<file path="src/rtl/i2s_source_tx.sv">
// I2S (Philips) master transmitter: stereo 24-bit frame FIFO feeding a bclk/lrclk/sdata serializer.
// Define I2S_TX_UNDERRUN_REPEAT_EN to repeat the last popped frame on underrun instead of sending zeros.
module i2s_source_tx #(
  parameter int FIFO_DEPTH = 4,
  parameter int BCLK_DIV   = 4,
  parameter int SLOT_BITS  = 32
) (
  input  logic                          clk,
  input  logic                          reset,
  input  logic                          enable,
  input  logic                          din_valid,
  output logic                          din_ready,
  input  logic [23:0]                   l_data_in,
  input  logic [23:0]                   r_data_in,
  output logic                          bclk,
  output logic                          lrclk,
  output logic                          sdata,
  output logic                          frame_stb,
  output logic                          underrun,
  output logic [$clog2(FIFO_DEPTH):0]   fifo_level
);

  localparam int LVL_W      = $clog2(FIFO_DEPTH) + 1;
  localparam int PTR_W      = $clog2(FIFO_DEPTH);
  localparam int DIV_W      = (BCLK_DIV > 1) ? $clog2(BCLK_DIV) : 1;
  localparam int FRAME_BITS = 2 * SLOT_BITS;
  localparam int BIT_W      = $clog2(FRAME_BITS);

  typedef enum logic {IDLE, RUN} state_e;

  state_e                  state_q, state_d;
  logic [DIV_W-1:0]        div_q, div_d;
  logic [BIT_W-1:0]        bit_q, bit_d;
  logic                    bclk_q, bclk_d;
  logic                    lrclk_q, lrclk_d;
  logic                    sdata_q, sdata_d;
  logic                    stb_q, stb_d;
  logic                    und_q, und_d;
  logic [FRAME_BITS-1:0]   shift_q, shift_d;

  logic [47:0]             mem_q [FIFO_DEPTH];
  logic [47:0]             mem_d [FIFO_DEPTH];
  logic [PTR_W-1:0]        wr_ptr_q, wr_ptr_d, rd_ptr_q, rd_ptr_d;
  logic [LVL_W-1:0]        level_q, level_d;

  logic                    full, empty, push, pop, load;
  logic [47:0]             src;
  logic [SLOT_BITS-1:0]    l_slot, r_slot;

`ifdef I2S_TX_UNDERRUN_REPEAT_EN
  logic [47:0]             last_q, last_d;
`endif

  assign full       = (level_q == LVL_W'(FIFO_DEPTH));
  assign empty      = (level_q == '0);
  assign din_ready  = !full;
  assign push       = din_valid && !full;
  assign pop        = load && !empty;

  assign bclk       = bclk_q;
  assign lrclk      = lrclk_q;
  assign sdata      = sdata_q;
  assign frame_stb  = stb_q;
  assign underrun   = und_q;
  assign fifo_level = level_q;

  // Frame source: head of FIFO, or the underrun fill pattern when empty.
  always_comb begin
`ifdef I2S_TX_UNDERRUN_REPEAT_EN
    src = empty ? last_q : mem_q[rd_ptr_q];
`else
    src = empty ? '0 : mem_q[rd_ptr_q];
`endif
    // One-bit I2S delay: MSB sits one slot position after the lrclk edge.
    l_slot = '0;
    r_slot = '0;
    l_slot[SLOT_BITS-2 -: 24] = src[47:24];
    r_slot[SLOT_BITS-2 -: 24] = src[23:0];
  end

  always_comb begin
    state_d = state_q;
    div_d   = div_q;
    bit_d   = bit_q;
    bclk_d  = bclk_q;
    lrclk_d = lrclk_q;
    sdata_d = sdata_q;
    shift_d = shift_q;
    stb_d   = 1'b0;
    und_d   = 1'b0;
    load    = 1'b0;

    case (state_q)
      IDLE: begin
        div_d   = '0;
        bit_d   = '0;
        bclk_d  = 1'b0;
        lrclk_d = 1'b0;
        sdata_d = 1'b0;
        if (enable) begin
          state_d = RUN;
          load    = 1'b1;
        end
      end
      RUN: begin
        if (div_q == DIV_W'(BCLK_DIV - 1)) begin
          div_d  = '0;
          bclk_d = !bclk_q;
          if (bclk_q) begin
            // Falling bclk edge: advance bit position, data and word select change here.
            if (bit_q == BIT_W'(FRAME_BITS - 1)) begin
              bit_d = '0;
              if (enable) begin
                load = 1'b1;
              end else begin
                state_d = IDLE;
                lrclk_d = 1'b0;
                sdata_d = 1'b0;
              end
            end else begin
              bit_d   = bit_q + 1'b1;
              shift_d = {shift_q[FRAME_BITS-2:0], 1'b0};
              sdata_d = shift_q[FRAME_BITS-2];
              lrclk_d = (bit_d >= BIT_W'(SLOT_BITS));
            end
          end
        end else begin
          div_d = div_q + 1'b1;
        end
      end
      default: state_d = IDLE;
    endcase

    if (load) begin
      shift_d = {l_slot, r_slot};
      sdata_d = l_slot[SLOT_BITS-1];
      lrclk_d = 1'b0;
      bit_d   = '0;
      stb_d   = 1'b1;
      und_d   = empty;
    end
  end

  always_comb begin
    mem_d    = mem_q;
    wr_ptr_d = wr_ptr_q;
    rd_ptr_d = rd_ptr_q;
    level_d  = level_q;
    if (push) begin
      mem_d[wr_ptr_q] = {l_data_in, r_data_in};
      wr_ptr_d        = wr_ptr_q + 1'b1;
    end
    if (pop) begin
      rd_ptr_d = rd_ptr_q + 1'b1;
    end
    if (push && !pop) begin
      level_d = level_q + 1'b1;
    end else if (pop && !push) begin
      level_d = level_q - 1'b1;
    end
  end

`ifdef I2S_TX_UNDERRUN_REPEAT_EN
  always_comb begin
    last_d = pop ? mem_q[rd_ptr_q] : last_q;
  end

  always_ff @(posedge clk) begin
    if (reset) last_q <= '0;
    else       last_q <= last_d;
  end
`endif

  always_ff @(posedge clk) begin
    mem_q <= mem_d;
  end

  always_ff @(posedge clk) begin
    if (reset) begin
      state_q  <= IDLE;
      div_q    <= '0;
      bit_q    <= '0;
      bclk_q   <= 1'b0;
      lrclk_q  <= 1'b0;
      sdata_q  <= 1'b0;
      stb_q    <= 1'b0;
      und_q    <= 1'b0;
      shift_q  <= '0;
      wr_ptr_q <= '0;
      rd_ptr_q <= '0;
      level_q  <= '0;
    end else begin
      state_q  <= state_d;
      div_q    <= div_d;
      bit_q    <= bit_d;
      bclk_q   <= bclk_d;
      lrclk_q  <= lrclk_d;
      sdata_q  <= sdata_d;
      stb_q    <= stb_d;
      und_q    <= und_d;
      shift_q  <= shift_d;
      wr_ptr_q <= wr_ptr_d;
      rd_ptr_q <= rd_ptr_d;
      level_q  <= level_d;
    end
  end

endmodule

</file>
<file path="config.mk">
export PLATFORM = sky130hd
export DESIGN_NAME = i2s_source_tx
export DESIGN_NICKNAME = d
export VERILOG_FILES = /design/src/rtl/i2s_source_tx.sv
export SDC_FILE = /design/constraint.sdc
export NUM_CORES = 1
export LEC_CHECK = 0
export CELL_PAD_IN_SITES_DETAIL_PLACEMENT = 0
export CELL_PAD_IN_SITES_GLOBAL_PLACEMENT = 2
export CORE_ASPECT_RATIO = 1.4
export CORE_UTILIZATION = 43
export DETAILED_ROUTE_END_ITERATION = 7
export GPL_TIMING_DRIVEN = 0
export PLACE_DENSITY_LB_ADDON = 0.2
export SLEW_MARGIN = 20
export SYNTH_ARGS = -nofsm -noshare
export SYNTH_HDL_FRONTEND = slang
export SYNTH_SLANG_ARGS = --single-unit
</file>
<file path="constraint.sdc">
create_clock -name clk -period 3.3 [get_ports clk]
set_input_delay 0.99 -clock clk [delete_from_list [all_inputs] [get_ports clk]]
set_output_delay 0.99 -clock clk [all_outputs]
set_load 0.005 [all_outputs]
</file>
==> results.yml <==
run:
  cap_violations: 0
global_route:
  grt_max_degree: 27
  grt_pass1_vias: 6149
  antenna_found_initial: 0
  grt.overflow.total: 0
  grt_first_pass_wirelength_um: 32700
  grtUsageTotal_pct: 17.2
clocking:
  cts_root_buf: "clkbuf_16"
  cts-buffers-inserted: 26
  clkLatencyLatePin_ps: 530
  cts_buffer_depth: 3
  clkTransAtPathRegs_ps: 70
  h-tree-depth: 1
  hold_buffers: 0
  postCtsSetupRepairBufs: 0
  cts_sinks: 269
  tritoncts: "done"
sta:
  slew_headroom_pct: 53.7
  timing.fmax_mhz: 323
  rsz0062_at_grt: "false"
  tightest_slew_ps: 694
  post-route-min-period_ps: 3090
  setup_viol: 0
  skew_ps: 12.0
  fin_crit_sh_pct: 93.7
  slew_viol_final: 0
  fin_ws_ps: 207
  hold_violations: 0
critical_path:
  arrival_ps: 3560
  crit_path_end_kind: "flop"
  crit_type: "in2reg"
  ff2ff_path_depth: 11
  path_max_fanout: 13
  ff2ff_setup_slack_ps: 440
  start_kind: "input port"
  cp.required_ps: 3770
final_layout:
  syn2layout_area_growth_pct: 19.6
  final_nets: 826
  final_cell_mix: "192 x edfxtp_1, 77 x dfxtp_1, 63 x nor2_1"
  final_common_cell: "edfxtp_1"
  drive_gt1_share_pct: 16.4
  antennaDiodeCount: 0
  finalNonFillerCells: 1092
  design_area_mm2: 0.0124
placement:
  dp_hpwl_um: 13300
  io_buffers: 60
  gp_congestion: 0.718
  dpl.cell_count: 1045
  post_dp_cell_area_mm2: 0.0114
  pre_cts_ws_ps: -591
logic_synthesis:
  yosysWarnings: 0
  synth-seq-cells: 269
  syn-num-nets: 735
  async_flop_share_pct: 0
  synthCells: 675
  avgSynthCellArea_um2: 15.3
  netlist_area_mm2: 0.0104
  synth_ff_type: "edfxtp_1"
  ys_seq_area_share_pct: 70.5
  ys_types: 40
  synth-edff-count: 192
power_and_ir_drop:
  switchingPower_uw: 2130
  leakagePower_uw: 0.00414
  p_total_uw: 8850
  ir_drop_mv: 0.504
  p_clk_share_pct: 37.4
  p_sw_share_pct: 24.0
  p_per_area_mw_per_mm2: 714
  seqPwrFrac_pct: 47.5
  combinationalPowerShare_pct: 15.1
  cell_internal_pwr_uw: 6720
route:
  via_count: 5944
  viasPerCell: 5.44
  routed_wl_um: 20600
  wl_per_cell_um: 18.8
  drtAntennaViolNets: 0
  drc_errors: 0
  firstDrtPassIters: 5
  drtIter0Drc: 366
die:
  core-area_mm2: 0.0235
  start_util_pct: 44.2
  placement_rows: 66
  die_w_um: 133
  pin_count: 61
  die_y_um: 186
  dieArea_mm2: 0.0247
worst_hold_path:
  hp-class: "reg2reg"
  holdPathStages: 1
outcome:
  status: "finished, final reports clean"
metal layers:
layer / GRT usage (%) / part of all wire (%)
met1: 21.3 / 42
met4: 5.55 / 2.0
met2: 31.0 / 52
met3: 2.64 / 4.1
met5: 0 / 0
through the flow:
| stage | util, % | setup TNS [ps] | hold WS, ps |
|---|---|---|---|
| after global placement | 48.4 | -244190 | 417 |
| final | 52.9 | 0 | 438 |
| after detailed placement | 48.8 | -1320 | 422 |
| after floorplan | - | 0 | 408 |
| after CTS | 52.8 | 0 | 438 |
| after global routing | 52.9 | 0 | 464 |
power by group through the flow:
| stage | Clock [µW] | Sequential, µW | Combinational, µW |
|---|---|---|---|
| after detailed placement | 0 | 4270 | 1370 |
| final | 3310 | 4200 | 1340 |
| after global placement | 0 | 4280 | 1290 |
| after CTS | 3370 | 4200 | 1380 |
| after global routing | 3500 | 4240 | 1470 |
| after floorplan | 0 | 4240 | 895 |
worst paths after layout:
| kind | from | to |
|---|---|---|
| worst max register to register | div_q[0]$_SDFF_PP0_ | fifo_level[2]$_SDFFE_PP0P_ |
| worst max-delay path | enable | fifo_level[2]$_SDFFE_PP0P_ |
| worst min register to register | div_q[0]$_SDFF_PP0_ | div_q[0]$_SDFF_PP0_ |
| worst min-delay path | div_q[0]$_SDFF_PP0_ | div_q[0]$_SDFF_PP0_ |
flip-flops by register name (all words and copies together) (netlist names):
name,count
mem_q,192
shift_q,56
bit_q,6
fifo_level,3
div_q,2
rd_ptr_q,2
wr_ptr_q,2
bclk,1
frame_stb,1
lrclk,1
sdata,1
state_q,1
underrun,1
final cells by class:
class	count	area (µm²)
Fill cell	1985	11100
Sequential cell	269	7310
Multi-Input combinational cell	352	2810
Clock buffer	29	683
Timing Repair Buffer	64	681
Tap cell	306	383
Clock inverter	19	282
Buffer	49	236
Inverter	4	15.0
timing repair:
item                       CTS  global route
gates resized for setup      0             1
setup endpoints to repair    1             1
pin swaps                    0             0
synthesized netlist by cell type, types with 2 or more instances:
master / count / area (µm²)
nor3_1: 51 / 255
edfxtp_1: 192 / 5770
o21ai_0: 4 / 20.0
nor2_1: 63 / 236
mux2i_1: 2 / 20.0
clkbuf_1: 25 / 93.8
a21boi_1: 2 / 15.0
buf_2: 18 / 90.1
xnor2_1: 3 / 26.3
buf_6: 3 / 33.8
buf_1: 2 / 7.51
mux4_2: 48 / 1080
buf_4: 2 / 15.0
and2_1: 5 / 31.3
inv_1: 4 / 15.0
or3_1: 4 / 25.0
nand2_1: 26 / 97.6
ha_1: 7 / 87.6
o31ai_1: 48 / 360
a21oi_1: 15 / 75.1
nand3_1: 53 / 265
xor2_1: 4 / 35.0
dfxtp_1: 77 / 1540
worst max-delay path: stages:
cell and delay [ps]:
clkdlybuf4s50_1 560, nor2b_1 250, a41o_2 370, nand2_1 110, ha_1 190, inv_1 70, fa_1 370, xor2_1 180
or3_1 330, a21oi_1 140
logic make-up (layout without fill, tap and decap cells):
| logic type | after synthesis | after routing | synth area share [%] |
|---|---|---|---|
| DFF | 269 | 269 | 70.5 |
| and+or+nand+nor | 209 | 209 | 9.30 |
| AOI/OAI and AO/OA | 78 | 78 | 5.45 |
| buffers and inverters | 54 | 165 | 2.46 |
| muxes | 50 | 50 | 10.6 |
| adders and majority gates | 8 | 8 | 1.04 |
| xor gates and xnor gates | 7 | 7 | 0.592 |
Power figures use the tool's default switching activity.
